[src/rtl/axi_io_pkg.sv]
// Shared types and constants for the AXI-lite to multi-channel IO bridge.
package axi_io_pkg;

  typedef enum logic [1:0] {
    IDLE  = 2'd0,
    ISSUE = 2'd1,
    WAIT  = 2'd2,
    RESP  = 2'd3
  } state_e;

  localparam logic RESP_OK  = 1'b0;
  localparam logic RESP_ERR = 1'b1;

endpackage

[src/rtl/axi_io_bridge_if.sv]
// Simplified AXI-lite bus between the CPU master and the IO bridge (single-cycle b/r pulses).
interface axi_io_bridge_if #(
  parameter int AW = 32,
  parameter int DW = 32
);

  logic            wvalid;
  logic            wready;
  logic [AW-1:0]   awaddr;
  logic [DW-1:0]   wdata;
  logic [DW/8-1:0] wstrb;
  logic            bvalid;
  logic            bresp;
  logic            arvalid;
  logic            arready;
  logic [AW-1:0]   araddr;
  logic            rvalid;
  logic            rresp;
  logic [DW-1:0]   rdata;

  modport master (
    output wvalid, awaddr, wdata, wstrb, arvalid, araddr,
    input  wready, bvalid, bresp, arready, rvalid, rresp, rdata
  );

  modport slave (
    input  wvalid, awaddr, wdata, wstrb, arvalid, araddr,
    output wready, bvalid, bresp, arready, rvalid, rresp, rdata
  );

endinterface

[src/rtl/axi_io_decode.sv]
// Combinational address decoder: masked compare against each channel base, lowest index wins.
module axi_io_decode #(
  parameter int                     AW      = 32,
  parameter int                     NUM_CH  = 2,
  parameter logic [NUM_CH*AW-1:0]   CH_BASE = {32'hC000_0100, 32'hC000_0000},
  parameter logic [AW-1:0]          CH_MASK = 32'hFFFF_FF00
) (
  input  logic [AW-1:0]     addr,
  output logic              hit,
  output logic [NUM_CH-1:0] sel
);

  // Priority decode, first matching channel claims the access
  always_comb begin
    hit = 1'b0;
    sel = {NUM_CH{1'b0}};
    for (int i = 0; i < NUM_CH; i++) begin
      if (!hit && ((addr & CH_MASK) == CH_BASE[i*AW +: AW])) begin
        sel[i] = 1'b1;
        hit    = 1'b1;
      end else begin
        sel[i] = 1'b0;
      end
    end
  end

endmodule

[src/rtl/axi_io_bridge.sv]
// AXI-lite to NUM_CH IO channel bridge with registered IO outputs and error responses.
// Optional bus timeout in WAIT is enabled by defining AXI_IO_BRIDGE_TIMEOUT_EN.
module axi_io_bridge
  import axi_io_pkg::*;
#(
  parameter int                     AW       = 32,
  parameter int                     DW       = 32,
  parameter int                     NUM_CH   = 2,
  parameter logic [NUM_CH*AW-1:0]   CH_BASE  = {32'hC000_0100, 32'hC000_0000},
  parameter logic [AW-1:0]          CH_MASK  = 32'hFFFF_FF00,
  parameter logic [DW-1:0]          ERR_DATA = 32'hDEAD_BEEF
`ifdef AXI_IO_BRIDGE_TIMEOUT_EN
  , parameter int                   TIMEOUT  = 64
`endif
) (
  input  logic                 clk,
  input  logic                 rst_n,
  axi_io_bridge_if.slave       bus,
  output logic [NUM_CH-1:0]    io_addr_strobe,
  output logic [NUM_CH-1:0]    io_read_strobe,
  output logic [NUM_CH-1:0]    io_write_strobe,
  output logic [AW-1:0]        io_addr,
  output logic [DW/8-1:0]      io_byte_enable,
  output logic [DW-1:0]        io_write_data,
  input  logic [NUM_CH*DW-1:0] io_read_data,
  input  logic [NUM_CH-1:0]    io_ready
);

  state_e              state_r, state_s;
  logic [AW-1:0]       acc_addr_s;
  logic                hit_s;
  logic [NUM_CH-1:0]   sel_s, sel_r;
  logic                dir_wr_r;
  logic                accept_s, accept_wr_s;
  logic                resp_go_s, resp_wr_s, resp_err_s;
  logic                ready_sel_s;
  logic [DW-1:0]       rd_mux_s;

  logic [NUM_CH-1:0]   io_addr_strobe_r, io_read_strobe_r, io_write_strobe_r;
  logic [AW-1:0]       io_addr_r;
  logic [DW/8-1:0]     io_byte_enable_r;
  logic [DW-1:0]       io_write_data_r;
  logic                bvalid_r, bresp_r, rvalid_r, rresp_r;
  logic [DW-1:0]       rdata_r;

`ifdef AXI_IO_BRIDGE_TIMEOUT_EN
  localparam logic [15:0] TMO_LAST = 16'(TIMEOUT - 1);
  logic [15:0]         tmo_cnt_r;
`endif

  // Write has priority, so the decoder looks at awaddr whenever wvalid is up
  always_comb begin
    if (bus.wvalid) begin
      acc_addr_s = bus.awaddr;
    end else begin
      acc_addr_s = bus.araddr;
    end
  end

  axi_io_decode #(
    .AW      (AW),
    .NUM_CH  (NUM_CH),
    .CH_BASE (CH_BASE),
    .CH_MASK (CH_MASK)
  ) u_decode (
    .addr (acc_addr_s),
    .hit  (hit_s),
    .sel  (sel_s)
  );

  // Only the selected channel's ready and read data are observed
  always_comb begin
    rd_mux_s = {DW{1'b0}};
    for (int i = 0; i < NUM_CH; i++) begin
      if (sel_r[i]) begin
        rd_mux_s = rd_mux_s | io_read_data[i*DW +: DW];
      end else begin
        rd_mux_s = rd_mux_s;
      end
    end
  end

  assign ready_sel_s = |(io_ready & sel_r);
  assign bus.wready  = (state_r == IDLE);
  assign bus.arready = (state_r == IDLE) && !bus.wvalid;

  // FSM state register
  always_ff @(posedge clk or negedge rst_n) begin
    if (!rst_n) begin
      state_r <= IDLE;
    end else begin
      state_r <= state_s;
    end
  end

  // FSM next state and transaction control
  always_comb begin
    state_s     = state_r;
    accept_s    = 1'b0;
    accept_wr_s = 1'b0;
    resp_go_s   = 1'b0;
    resp_wr_s   = dir_wr_r;
    resp_err_s  = RESP_OK;
    case (state_r)
      IDLE: begin
        if (bus.wvalid) begin
          accept_s    = 1'b1;
          accept_wr_s = 1'b1;
          resp_wr_s   = 1'b1;
        end else if (bus.arvalid) begin
          accept_s  = 1'b1;
          resp_wr_s = 1'b0;
        end else begin
          accept_s = 1'b0;
        end
        if (accept_s && hit_s) begin
          state_s = ISSUE;
        end else if (accept_s) begin
          state_s    = RESP;
          resp_go_s  = 1'b1;
          resp_err_s = RESP_ERR;
        end else begin
          state_s = IDLE;
        end
      end
      ISSUE: state_s = WAIT;
      WAIT: begin
        if (ready_sel_s) begin
          state_s   = RESP;
          resp_go_s = 1'b1;
        end
`ifdef AXI_IO_BRIDGE_TIMEOUT_EN
        else if (tmo_cnt_r == TMO_LAST) begin
          state_s    = RESP;
          resp_go_s  = 1'b1;
          resp_err_s = RESP_ERR;
        end
`endif
        else begin
          state_s = WAIT;
        end
      end
      RESP:    state_s = IDLE;
      default: state_s = IDLE;
    endcase
  end

`ifdef AXI_IO_BRIDGE_TIMEOUT_EN
  // Bus timeout counter, runs only while waiting on the channel
  always_ff @(posedge clk or negedge rst_n) begin
    if (!rst_n) begin
      tmo_cnt_r <= 16'd0;
    end else if (state_r == ISSUE) begin
      tmo_cnt_r <= 16'd0;
    end else if (state_r == WAIT) begin
      tmo_cnt_r <= tmo_cnt_r + 16'd1;
    end else begin
      tmo_cnt_r <= tmo_cnt_r;
    end
  end
`endif

  // Registered IO side and response outputs
  always_ff @(posedge clk or negedge rst_n) begin
    if (!rst_n) begin
      io_addr_strobe_r  <= {NUM_CH{1'b0}};
      io_read_strobe_r  <= {NUM_CH{1'b0}};
      io_write_strobe_r <= {NUM_CH{1'b0}};
      io_addr_r         <= {AW{1'b0}};
      io_byte_enable_r  <= {(DW/8){1'b0}};
      io_write_data_r   <= {DW{1'b0}};
      sel_r             <= {NUM_CH{1'b0}};
      dir_wr_r          <= 1'b0;
      bvalid_r          <= 1'b0;
      bresp_r           <= RESP_OK;
      rvalid_r          <= 1'b0;
      rresp_r           <= RESP_OK;
      rdata_r           <= {DW{1'b0}};
    end else begin
      if (accept_s && hit_s) begin
        io_addr_strobe_r  <= sel_s;
        io_write_strobe_r <= accept_wr_s ? sel_s : {NUM_CH{1'b0}};
        io_read_strobe_r  <= accept_wr_s ? {NUM_CH{1'b0}} : sel_s;
      end else begin
        io_addr_strobe_r  <= {NUM_CH{1'b0}};
        io_write_strobe_r <= {NUM_CH{1'b0}};
        io_read_strobe_r  <= {NUM_CH{1'b0}};
      end
      if (accept_s) begin
        io_addr_r <= acc_addr_s;
        dir_wr_r  <= accept_wr_s;
        sel_r     <= sel_s;
        if (accept_wr_s) begin
          io_byte_enable_r <= bus.wstrb;
          io_write_data_r  <= bus.wdata;
        end else begin
          io_byte_enable_r <= {(DW/8){1'b0}};
          io_write_data_r  <= io_write_data_r;
        end
      end else begin
        io_addr_r <= io_addr_r;
      end
      bvalid_r <= resp_go_s && resp_wr_s;
      rvalid_r <= resp_go_s && !resp_wr_s;
      bresp_r  <= (resp_go_s && resp_wr_s) ? resp_err_s : RESP_OK;
      rresp_r  <= (resp_go_s && !resp_wr_s) ? resp_err_s : RESP_OK;
      if (resp_go_s && !resp_wr_s) begin
        rdata_r <= (resp_err_s == RESP_ERR) ? ERR_DATA : rd_mux_s;
      end else begin
        rdata_r <= rdata_r;
      end
    end
  end

  assign io_addr_strobe  = io_addr_strobe_r;
  assign io_read_strobe  = io_read_strobe_r;
  assign io_write_strobe = io_write_strobe_r;
  assign io_addr         = io_addr_r;
  assign io_byte_enable  = io_byte_enable_r;
  assign io_write_data   = io_write_data_r;
  assign bus.bvalid      = bvalid_r;
  assign bus.bresp       = bresp_r;
  assign bus.rvalid      = rvalid_r;
  assign bus.rresp       = rresp_r;
  assign bus.rdata       = rdata_r;

endmodule

[src/flat_wrapper.sv]
// flat-port wrapper written by rule: the top's interface ports become plain ports
module axi_io_bridge_flat import axi_io_pkg::*;
#(
  parameter int                     AW       = 32,
  parameter int                     DW       = 32,
  parameter int                     NUM_CH   = 2,
  parameter logic [NUM_CH*AW-1:0]   CH_BASE  = {32'hC000_0100, 32'hC000_0000},
  parameter logic [AW-1:0]          CH_MASK  = 32'hFFFF_FF00,
  parameter logic [DW-1:0]          ERR_DATA = 32'hDEAD_BEEF

)
  (clk, rst_n, io_addr_strobe, io_read_strobe, io_write_strobe, io_addr, io_byte_enable, io_write_data, io_read_data, io_ready, bus_wvalid, bus_awaddr, bus_wdata, bus_wstrb, bus_arvalid, bus_araddr, bus_wready, bus_bvalid, bus_bresp, bus_arready, bus_rvalid, bus_rresp, bus_rdata);
  axi_io_bridge_if #(.AW(AW), .DW(DW)) bus_i ();
  input  logic clk;
  input  logic rst_n;
  output logic [NUM_CH-1:0] io_addr_strobe;
  output logic [NUM_CH-1:0] io_read_strobe;
  output logic [NUM_CH-1:0] io_write_strobe;
  output logic [AW-1:0] io_addr;
  output logic [DW/8-1:0] io_byte_enable;
  output logic [DW-1:0] io_write_data;
  input  logic [NUM_CH*DW-1:0] io_read_data;
  input  logic [NUM_CH-1:0] io_ready;
  input wire logic [$bits(bus_i.wvalid)-1:0] bus_wvalid;
  input wire logic [$bits(bus_i.awaddr)-1:0] bus_awaddr;
  input wire logic [$bits(bus_i.wdata)-1:0] bus_wdata;
  input wire logic [$bits(bus_i.wstrb)-1:0] bus_wstrb;
  input wire logic [$bits(bus_i.arvalid)-1:0] bus_arvalid;
  input wire logic [$bits(bus_i.araddr)-1:0] bus_araddr;
  output wire logic [$bits(bus_i.wready)-1:0] bus_wready;
  output wire logic [$bits(bus_i.bvalid)-1:0] bus_bvalid;
  output wire logic [$bits(bus_i.bresp)-1:0] bus_bresp;
  output wire logic [$bits(bus_i.arready)-1:0] bus_arready;
  output wire logic [$bits(bus_i.rvalid)-1:0] bus_rvalid;
  output wire logic [$bits(bus_i.rresp)-1:0] bus_rresp;
  output wire logic [$bits(bus_i.rdata)-1:0] bus_rdata;
  assign bus_i.wvalid = bus_wvalid;
  assign bus_i.awaddr = bus_awaddr;
  assign bus_i.wdata = bus_wdata;
  assign bus_i.wstrb = bus_wstrb;
  assign bus_i.arvalid = bus_arvalid;
  assign bus_i.araddr = bus_araddr;
  assign bus_wready = bus_i.wready;
  assign bus_bvalid = bus_i.bvalid;
  assign bus_bresp = bus_i.bresp;
  assign bus_arready = bus_i.arready;
  assign bus_rvalid = bus_i.rvalid;
  assign bus_rresp = bus_i.rresp;
  assign bus_rdata = bus_i.rdata;
  axi_io_bridge #(.AW(AW), .DW(DW), .NUM_CH(NUM_CH), .CH_BASE(CH_BASE), .CH_MASK(CH_MASK), .ERR_DATA(ERR_DATA)) u_core (.clk(clk), .rst_n(rst_n), .bus(bus_i), .io_addr_strobe(io_addr_strobe), .io_read_strobe(io_read_strobe), .io_write_strobe(io_write_strobe), .io_addr(io_addr), .io_byte_enable(io_byte_enable), .io_write_data(io_write_data), .io_read_data(io_read_data), .io_ready(io_ready));
endmodule
[config.mk]
export PLATFORM = sky130hd
export DESIGN_NAME = axi_io_bridge_flat
export DESIGN_NICKNAME = d
export VERILOG_FILES = /design/src/rtl/axi_io_pkg.sv /design/src/rtl/axi_io_bridge_if.sv /design/src/rtl/axi_io_decode.sv /design/src/rtl/axi_io_bridge.sv /design/src/flat_wrapper.sv
export SDC_FILE = /design/constraint.sdc
export NUM_CORES = 1
export LEC_CHECK = 0
export BUFFER_PORTS_ARGS = -buffer_cell sky130_fd_sc_hd__buf_4
export CORE_MARGIN = 2
export CORE_UTILIZATION = 45
export CTS_BUF_LIST = sky130_fd_sc_hd__clkbuf_8
export CTS_CLUSTER_DIAMETER = 200
export CTS_CLUSTER_SIZE = 14
export DETAILED_ROUTE_END_ITERATION = 6
export GPL_TIMING_DRIVEN = 0
export PLACE_DENSITY_LB_ADDON = 0.12
export SYNTH_ARGS = -nofsm -noshare
export SYNTH_HDL_FRONTEND = slang
export SYNTH_HIERARCHICAL = 1
export SYNTH_SLANG_ARGS = --single-unit
export TNS_END_PERCENT = 5
[constraint.sdc]
create_clock -name clk -period 5.05 [get_ports clk]
set_input_delay 0.7575 -clock clk [delete_from_list [all_inputs] [get_ports clk]]
set_output_delay 0.7575 -clock clk [all_outputs]
set_load 0.02 [all_outputs]
* Word level (Yosys, flattened, before mapping)
Index checks and enable logic that the tools add are counted.
** Word-level totals
- Flip-flop bits (word level) :: 115
- Logic and storage cells :: 66
- Output and inout port bits :: 112
- Input port bits :: 170
** Operators by class
- Equality and inequality tests :: 5
- Bitwise operators :: 2
- Mux-type cells :: 33
- Reductions and logical operators :: 12
** Operators by type and width (count)
- 2-to-1 mux 32 bit :: 4
- equality test 24 bit (second input constant) :: 2
- OR 32 bit :: 1
- 2-to-1 mux 1 bit :: 19
- 2-to-1 mux 2 bit :: 7
- one-hot mux 2 bit (4 select lines) :: 1
- logical AND 1 bit :: 6
- equality test 2 bit (second input constant) :: 2
- 2-to-1 mux 4 bit :: 1
- logical NOT 1 bit :: 3
- AND 2 bit :: 1
- equality test 2 x 1 -> 1 bit (second input constant) :: 1
- logical NOT 2 bit :: 1
- one-hot mux 1 bit (2 select lines) :: 1
- AND reduction 2 bit :: 1
- OR reduction 2 bit :: 1

* Longest topological paths before layout
- Depth in word-level cells :: 11
- Mapped depth :: 11
- Gate-level depth less buffers :: 7

* Hierarchy
Netlist, hierarchy kept.
** Modules (own cells, without submodules)
- axi_io_bridge :: cells an instance 416, seq. area each 2877.8 µm², area each 5058.6 µm², instances 1
- axi_io_decode :: cells an instance 12, seq. area each 0.0 µm², area each 87.6 µm², instances 1

* Worst setup path after synthesis
No wires, ideal clock.
- Path type :: input to register
- Start point :: in bus_wvalid
- End point :: reg u_core.rdata_r[10], in the netlist u_core/bus.rdata[10]
- Stages on the path :: 11
- Setup time :: 0.126 ns
- Path buffers :: 4
- Data required time :: 4.924 ns
- Data arrival time :: 2.998 ns
- Setup slack :: 1.926 ns
- Path through :: buf_2 -> buf_2 -> mux2_2 -> nor4_1 -> nand2_1 -> nor2_1 -> or3b_1 -> buf_2 -> nor3b_4 -> buf_6 -> a2bb2oi_2
** On the way
- Longest elaborated chain between the ends :: 10
- Elaborated cells between the ends (all ways) :: 19
- Those cells by class :: eq/ne (2); mux (12); reduce/logical (5)
** Ends and longest elaborated chain
- start: declaration :: RTL line flat_wrapper.sv:24 : input wire logic [$bits(bus_i.wvalid)-1:0] bus_wvalid;
- 2-to-1 mux 32 bit (*) :: RTL line axi_io_bridge.sv:53 : if (bus.wvalid) begin
- named net u_core.acc_addr_s[15] :: RTL line axi_io_bridge.sv:30 : logic [AW-1:0] acc_addr_s;
- equality test 24 bit :: RTL line axi_io_decode.sv:18 : if (!hit && ((addr & CH_MASK) == CH_BASE[i*AW +: AW])) begin
- 2-to-1 mux 1 bit :: RTL line axi_io_decode.sv:18
- logical NOT 1 bit :: RTL line axi_io_decode.sv:18
- logical AND 1 bit :: RTL line axi_io_decode.sv:18
- 2-to-1 mux 1 bit (*) :: RTL line axi_io_decode.sv:18
- named net u_core.hit_s :: RTL line axi_io_bridge.sv:31 : logic hit_s;
- logical AND 1 bit (*) :: RTL line axi_io_bridge.sv:116 : if (accept_s && hit_s) begin
- 2-to-1 mux 1 bit (*) :: RTL line axi_io_bridge.sv:116
- one-hot mux 1 bit (2 select lines) / 2-to-1 mux 1 bit (equally long branches) :: RTL line axi_io_bridge.sv:104 : case (state_r)
- logical AND 1 bit / 2-to-1 mux 32 bit (equally long branches) :: RTL line axi_io_bridge.sv:207, axi_io_bridge.sv:208
- end signal: assignment :: RTL line axi_io_bridge.sv:178 : rdata_r <= {DW{1'b0}};
- end signal: assignment :: RTL line axi_io_bridge.sv:208 : rdata_r <= (resp_err_s == RESP_ERR) ? ERR_DATA : rd_mux_s;
- end signal: assignment :: RTL line axi_io_bridge.sv:210 : rdata_r <= rdata_r;
- end: declaration :: RTL line axi_io_bridge.sv:44 : logic [DW-1:0] rdata_r;
The timed path passes the listed nets; every way through them passes the cells marked *. The select of a mux whose other input is x is not followed.
A chain may end at the register's enable or synchronous reset.

* Worst setup path after layout
- Start point :: in bus_wvalid
- End point :: reg u_core.rdata_r[26], in the netlist u_core/bus.rdata[26]
The elaborated chain is that of the path after synthesis.

==> results_tabular.tex <==
\begin{tabular}{lr}
\hline
Metric & Value \\
\hline
\multicolumn{2}{l}{\textbf{Status}} \\
\quad Status & finished, final reports clean \\
\multicolumn{2}{l}{\textbf{STA}} \\
\quad Tightest Pin Transition & approximately 560 ps \\
\quad Upper clock frequency limit & 289 MHz \\
\quad Slew margin rel. & 0.620 \\
\quad Fin. max-slew vios & 0 \\
\quad Share of the cycle needed by the critical path after routing & 0.686 \\
\quad Post-Route Setup TNS & 0 ps \\
\quad Shortest clock period the worst path allows after layout & 3460 ps \\
\quad Final-report hold violation count & 0 \\
\quad Clk\_skew & 5.94 ps \\
\quad Unrepaired setup endpoints after global routing & false \\
\quad Final-report setup violation count & 0 \\
\multicolumn{2}{l}{\textbf{Global routing}} \\
\quad Vias in the first global route & between 4000 and 5000 \\
\quad Initial antenna violation count & 0 \\
\quad Total routing usage reported by global routing & 0.233 \\
\quad Total congestion overflow after global routing & 0 \\
\quad Maximum number of pins on one net before global-route repair & 116 \\
\quad Wire length of the first global-routing pass & $\sim$23000 um \\
\multicolumn{2}{l}{\textbf{CTS}} \\
\quad Buffer cell driving the clock tree root & sky130\_fd\_sc\_hd\_\_clkbuf\_8 \\
\quad Clock-pin slew of the registers on the worst-case setup and hold paths & 70 ps \\
\quad Clock latency of the later-clocked register in the worst-skew pair & about 420 ps \\
\quad TritonCTS Buffers & 17 \\
\quad Clk buf depth & 2 \\
\quad Number of gates resized after cts & 0 \\
\quad Post-CTS Hold Buffers & 0 \\
\quad CTS sink count & 115 \\
\quad TritonCTS clock tree & yes \\
\quad Buffers inserted during post-CTS setup optimization & 0 \\
\quad Max H-tree Level & 4 \\
\multicolumn{2}{l}{\textbf{Drt}} \\
\quad Wire length per cell after detailed routing & 15.9 um \\
\quad First drt pass iteration count & 4 \\
\quad Violation count after the first detailed-routing iteration & approximately 220 \\
\quad Remaining number of nets flagged by the antenna check after routing & 0 \\
\quad Residual DRC count & 0 \\
\quad Routed wl met3 & 1130 um \\
\quad M1 wire length & about 5500 um \\
\quad Met2 routed WL & 7210 um \\
\quad Top layer in use & met4 \\
\quad Via/cell ratio & 5.00 \\
\quad Aggregate routed wire length & around 14000 um \\
\quad Routed vias & $\sim$4400 \\
\multicolumn{2}{l}{\textbf{Yosys}} \\
\quad Number of register bits inferred by synthesis & 115 \\
\quad Post-Synthesis Net Count & 601 \\
\quad Primary FF master, synth & sky130\_fd\_sc\_hd\_\_dfrtp\_1 \\
\quad Post-synth ARST share & 1.00 \\
\quad Warning count from the yosys run & 6 \\
\quad Synth Area per Inst & $\sim$12 um\^{}2 \\
\quad Post-synth top area share & 0.559 \\
\quad Top post-synthesis cells by area & sky130\_fd\_sc\_hd\_\_dfrtp\_1 (56\%), sky130\_fd\_sc\_hd\_\_mux2\_2 (15\%), sky130\_fd\_sc\_hd\_\_nand2\_1 (7.3\%), sky130\_fd\_sc\_hd\_\_a2bb2oi\_2 (6.1\%), sky130\_fd\_sc\_hd\_\_a22oi\_1 (4.7\%) \\
\quad Area leader, netlist & sky130\_fd\_sc\_hd\_\_dfrtp\_1 \\
\quad Cells after synthesis & approximately 430 \\
\quad Mapped Area & 5150 um\^{}2 \\
\quad Number of flops mapped to enable cells by yosys & 0 \\
\quad Number of distinct library cell variants in the gate-level netlist after synthesis & 34 \\
\quad Seq/Total Area, Yosys & 0.559 \\
\multicolumn{2}{l}{\textbf{Pwr}} \\
\quad Power per Cell Area & 506 nW/um\^{}2 \\
\quad Power consumption & around 4 mW \\
\quad Sw Pwr & 1.41 mW \\
\quad Relative contribution of the clock network to total power & 0.228 \\
\quad Peak supply drop & 345 uV \\
\quad Sequential group share of total power & 0.347 \\
\quad Net Sw Frac & 0.352 \\
\quad Leak & roughly 3.8 nW \\
\quad Internal power consumption & 2.59 mW \\
\quad Combinational cell fraction of total power & 0.425 \\
\multicolumn{2}{l}{\textbf{Setup path}} \\
\quad Slowest stage delay, CP & roughly 540 ps \\
\quad Cell at the slowest stage of the critical path & sky130\_fd\_sc\_hd\_\_nor4\_1 \\
\quad Ordered list of cells on the worst path & buf\_4 -> buf\_2 -> buf\_2 -> mux2\_2 -> nor4\_1 -> nand2\_1 -> nor2\_1 -> or3b\_1 -> buf\_2 -> nor3b\_4 -> buf\_6 -> a2bb2oi\_2 \\
\quad Crit-path leading delay family & simple AND/OR/NAND/NOR gates \\
\quad Endpoint type of the worst setup path & flip-flop \\
\quad Most frequent CP cell & sky130\_fd\_sc\_hd\_\_buf\_2 \\
\quad Worst Setup Path Type & in2reg \\
\quad Endpoint required time on the critical path & between 5000 and 6000 ps \\
\quad Highest fanout seen on the critical path & 10 \\
\quad Combined buffer and inverter count along the critical path & 5 \\
\quad Kind of start point of the critical path & input port \\
\quad Worst Path Arrival & 3760 ps \\
\multicolumn{2}{l}{\textbf{Die}} \\
\quad Die Footprint & 12300 um\^{}2 \\
\quad Die X & 111 um \\
\quad Area of the core region & 11300 um\^{}2 \\
\quad Count of standard-cell rows & 39 \\
\quad Effective utilization at floorplan & 0.457 \\
\quad Chip height & 111 um \\
\quad Top-level port count & around 280 \\
\multicolumn{2}{l}{\textbf{Cells and area}} \\
\quad Sequential cell area & around 2900 um\^{}2 \\
\quad \# nets final & 902 \\
\quad Antenna Cells & 0 \\
\quad Layout Area Growth over Synthesis & 53.4\% \\
\quad Area of combinational cells with multiple inputs & around 2100 um\^{}2 \\
\quad Number of inserted filler cells in the final layout & 877 \\
\quad Layout cells sized above 1 & 0.569 \\
\multicolumn{2}{l}{\textbf{Place}} \\
\quad Port Buffer Count & 281 \\
\quad Hpwl dp & around 11000 um \\
\quad GP Congestion & 0.900 \\
\multicolumn{2}{l}{\textbf{Flow run}} \\
\quad Number of max-cap violations & 0 \\
\multicolumn{2}{l}{\textbf{Min path}} \\
\quad Worst min-delay path class & in2async \\
\hline
\end{tabular}
==> cells in the mapped netlist, types with 3 or more instances <==
cell and number:
sky130_fd_sc_hd__o22ai_1 8, sky130_fd_sc_hd__a22o_1 5, sky130_fd_sc_hd__inv_1 11, sky130_fd_sc_hd__clkbuf_1 13, sky130_fd_sc_hd__nor2_1 10, sky130_fd_sc_hd__a2bb2oi_2 21, sky130_fd_sc_hd__nor3_1 3, sky130_fd_sc_hd__ha_1 3
sky130_fd_sc_hd__a22oi_1 32, sky130_fd_sc_hd__dfrtp_1 115, sky130_fd_sc_hd__buf_6 4, sky130_fd_sc_hd__a2bb2oi_1 3, sky130_fd_sc_hd__nand2_1 100, sky130_fd_sc_hd__mux2_2 67, sky130_fd_sc_hd__buf_2 9
==> path summary, 6_finish.rpt <==
check / startpoint / endpoint / slack, ps / depth (start not counted)
worst max-delay path: bus_wvalid / u_core/bus.rdata[26]$_DFFE_PN0P_ / 1590 / 12
worst min-delay path: rst_n / u_core/io_write_data[7]$_DFFE_PN0P_ / 260 / 1
worst max register to register: u_core/state_r[0]$_DFF_PN0_ / u_core/bus.rdata[29]$_DFFE_PN0P_ / 2990 / 7
worst min register to register: u_core/io_write_data[6]$_DFFE_PN0P_ / u_core/io_write_data[6]$_DFFE_PN0P_ / 480 / 2
max in group asynchronous: rst_n / u_core/io_addr[26]$_DFFE_PN0N_ / 4110 / 2
min in group clk: u_core/io_write_data[6]$_DFFE_PN0P_ / u_core/io_write_data[6]$_DFFE_PN0P_ / 480 / 2
==> layer usage <==
metal  vias up  global-route usage
met4         0              0.0858
met3        27              0.0853
met1      2088               0.268
li1       2118                   -
met2       192               0.400
met5         -                   0
==> stage by stage <==
stage / cells / setup WS (ps) / utilization / area [um^2] / hold slack (ps)
final: 885 / 1590 / 0.700 / 7890 / 262
after global routing: 885 / 1410 / 0.700 / 7890 / 262
after CTS: 884 / 1570 / 0.698 / 7860 / 480
after detailed placement: 852 / 1120 / 0.660 / 7430 / 464
after global placement: 852 / 1200 / 0.660 / 7430 / 461
after floorplan: 428 / 1930 / - / 5150 / 462
==> area by class of cell <==
cell class | count | area share
clock inverter | 13 | 0.0211
timing repair buffer | 282 | 0.271
sequential | 115 | 0.365
clock buffer | 19 | 0.0331
inverter | 11 | 0.00523
multi-input combinational | 273 | 0.263
tap | 143 | 0.0227
buffer | 29 | 0.0195
==> registers in the layout (all words and copies together) (netlist names) <==
register                flops
u_core/bus.rvalid           1
u_core/state_r              2
u_core/io_addr_strobe       2
u_core/io_write_data       32
u_core/io_byte_enable       4
u_core/bus.rresp            1
u_core/io_write_strobe      2
u_core/bus.bvalid           1
u_core/dir_wr_r             1
u_core/io_addr             32
u_core/bus.bresp            1
u_core/sel_r                2
u_core/bus.rdata           32
u_core/io_read_strobe       2
==> logic make-up after synthesis <==
group	synth area share
adders and majority gates	0.00729
muxes	0.147
DFF	0.559
AOI/OAI and AO/OA	0.140
and+or+nand+nor	0.109
buffers and inverters	0.0379
==> cells in the final DEF, fill, tap and decap left out, drive strengths merged, types with 2 or more instances in the layout <==
cell type	n
a21oi	2
a22o	5
a22oi	32
a2bb2oi	24
and2	2
buf	298
bufinv	4
clkbuf	32
clkinv	4
clkinvlp	2
dfrtp	115
ha	3
inv	14
mux2	67
nand2	101
nand4	2
nor2	10
nor3	4
nor4	4
o21ai	3
o22ai	8
==> power by group through the flow <==
stage               Clock (mW)  Combinational, mW  Sequential (mW)
floorplan                    0              0.595             1.75
global placement             0               1.68             1.39
detailed placement           0               1.71             1.40
CTS                      0.931               1.71             1.39
global route             0.976               1.82             1.43
finish                   0.910               1.70             1.39
No activity file was read; power rests on OpenSTA's default activity.
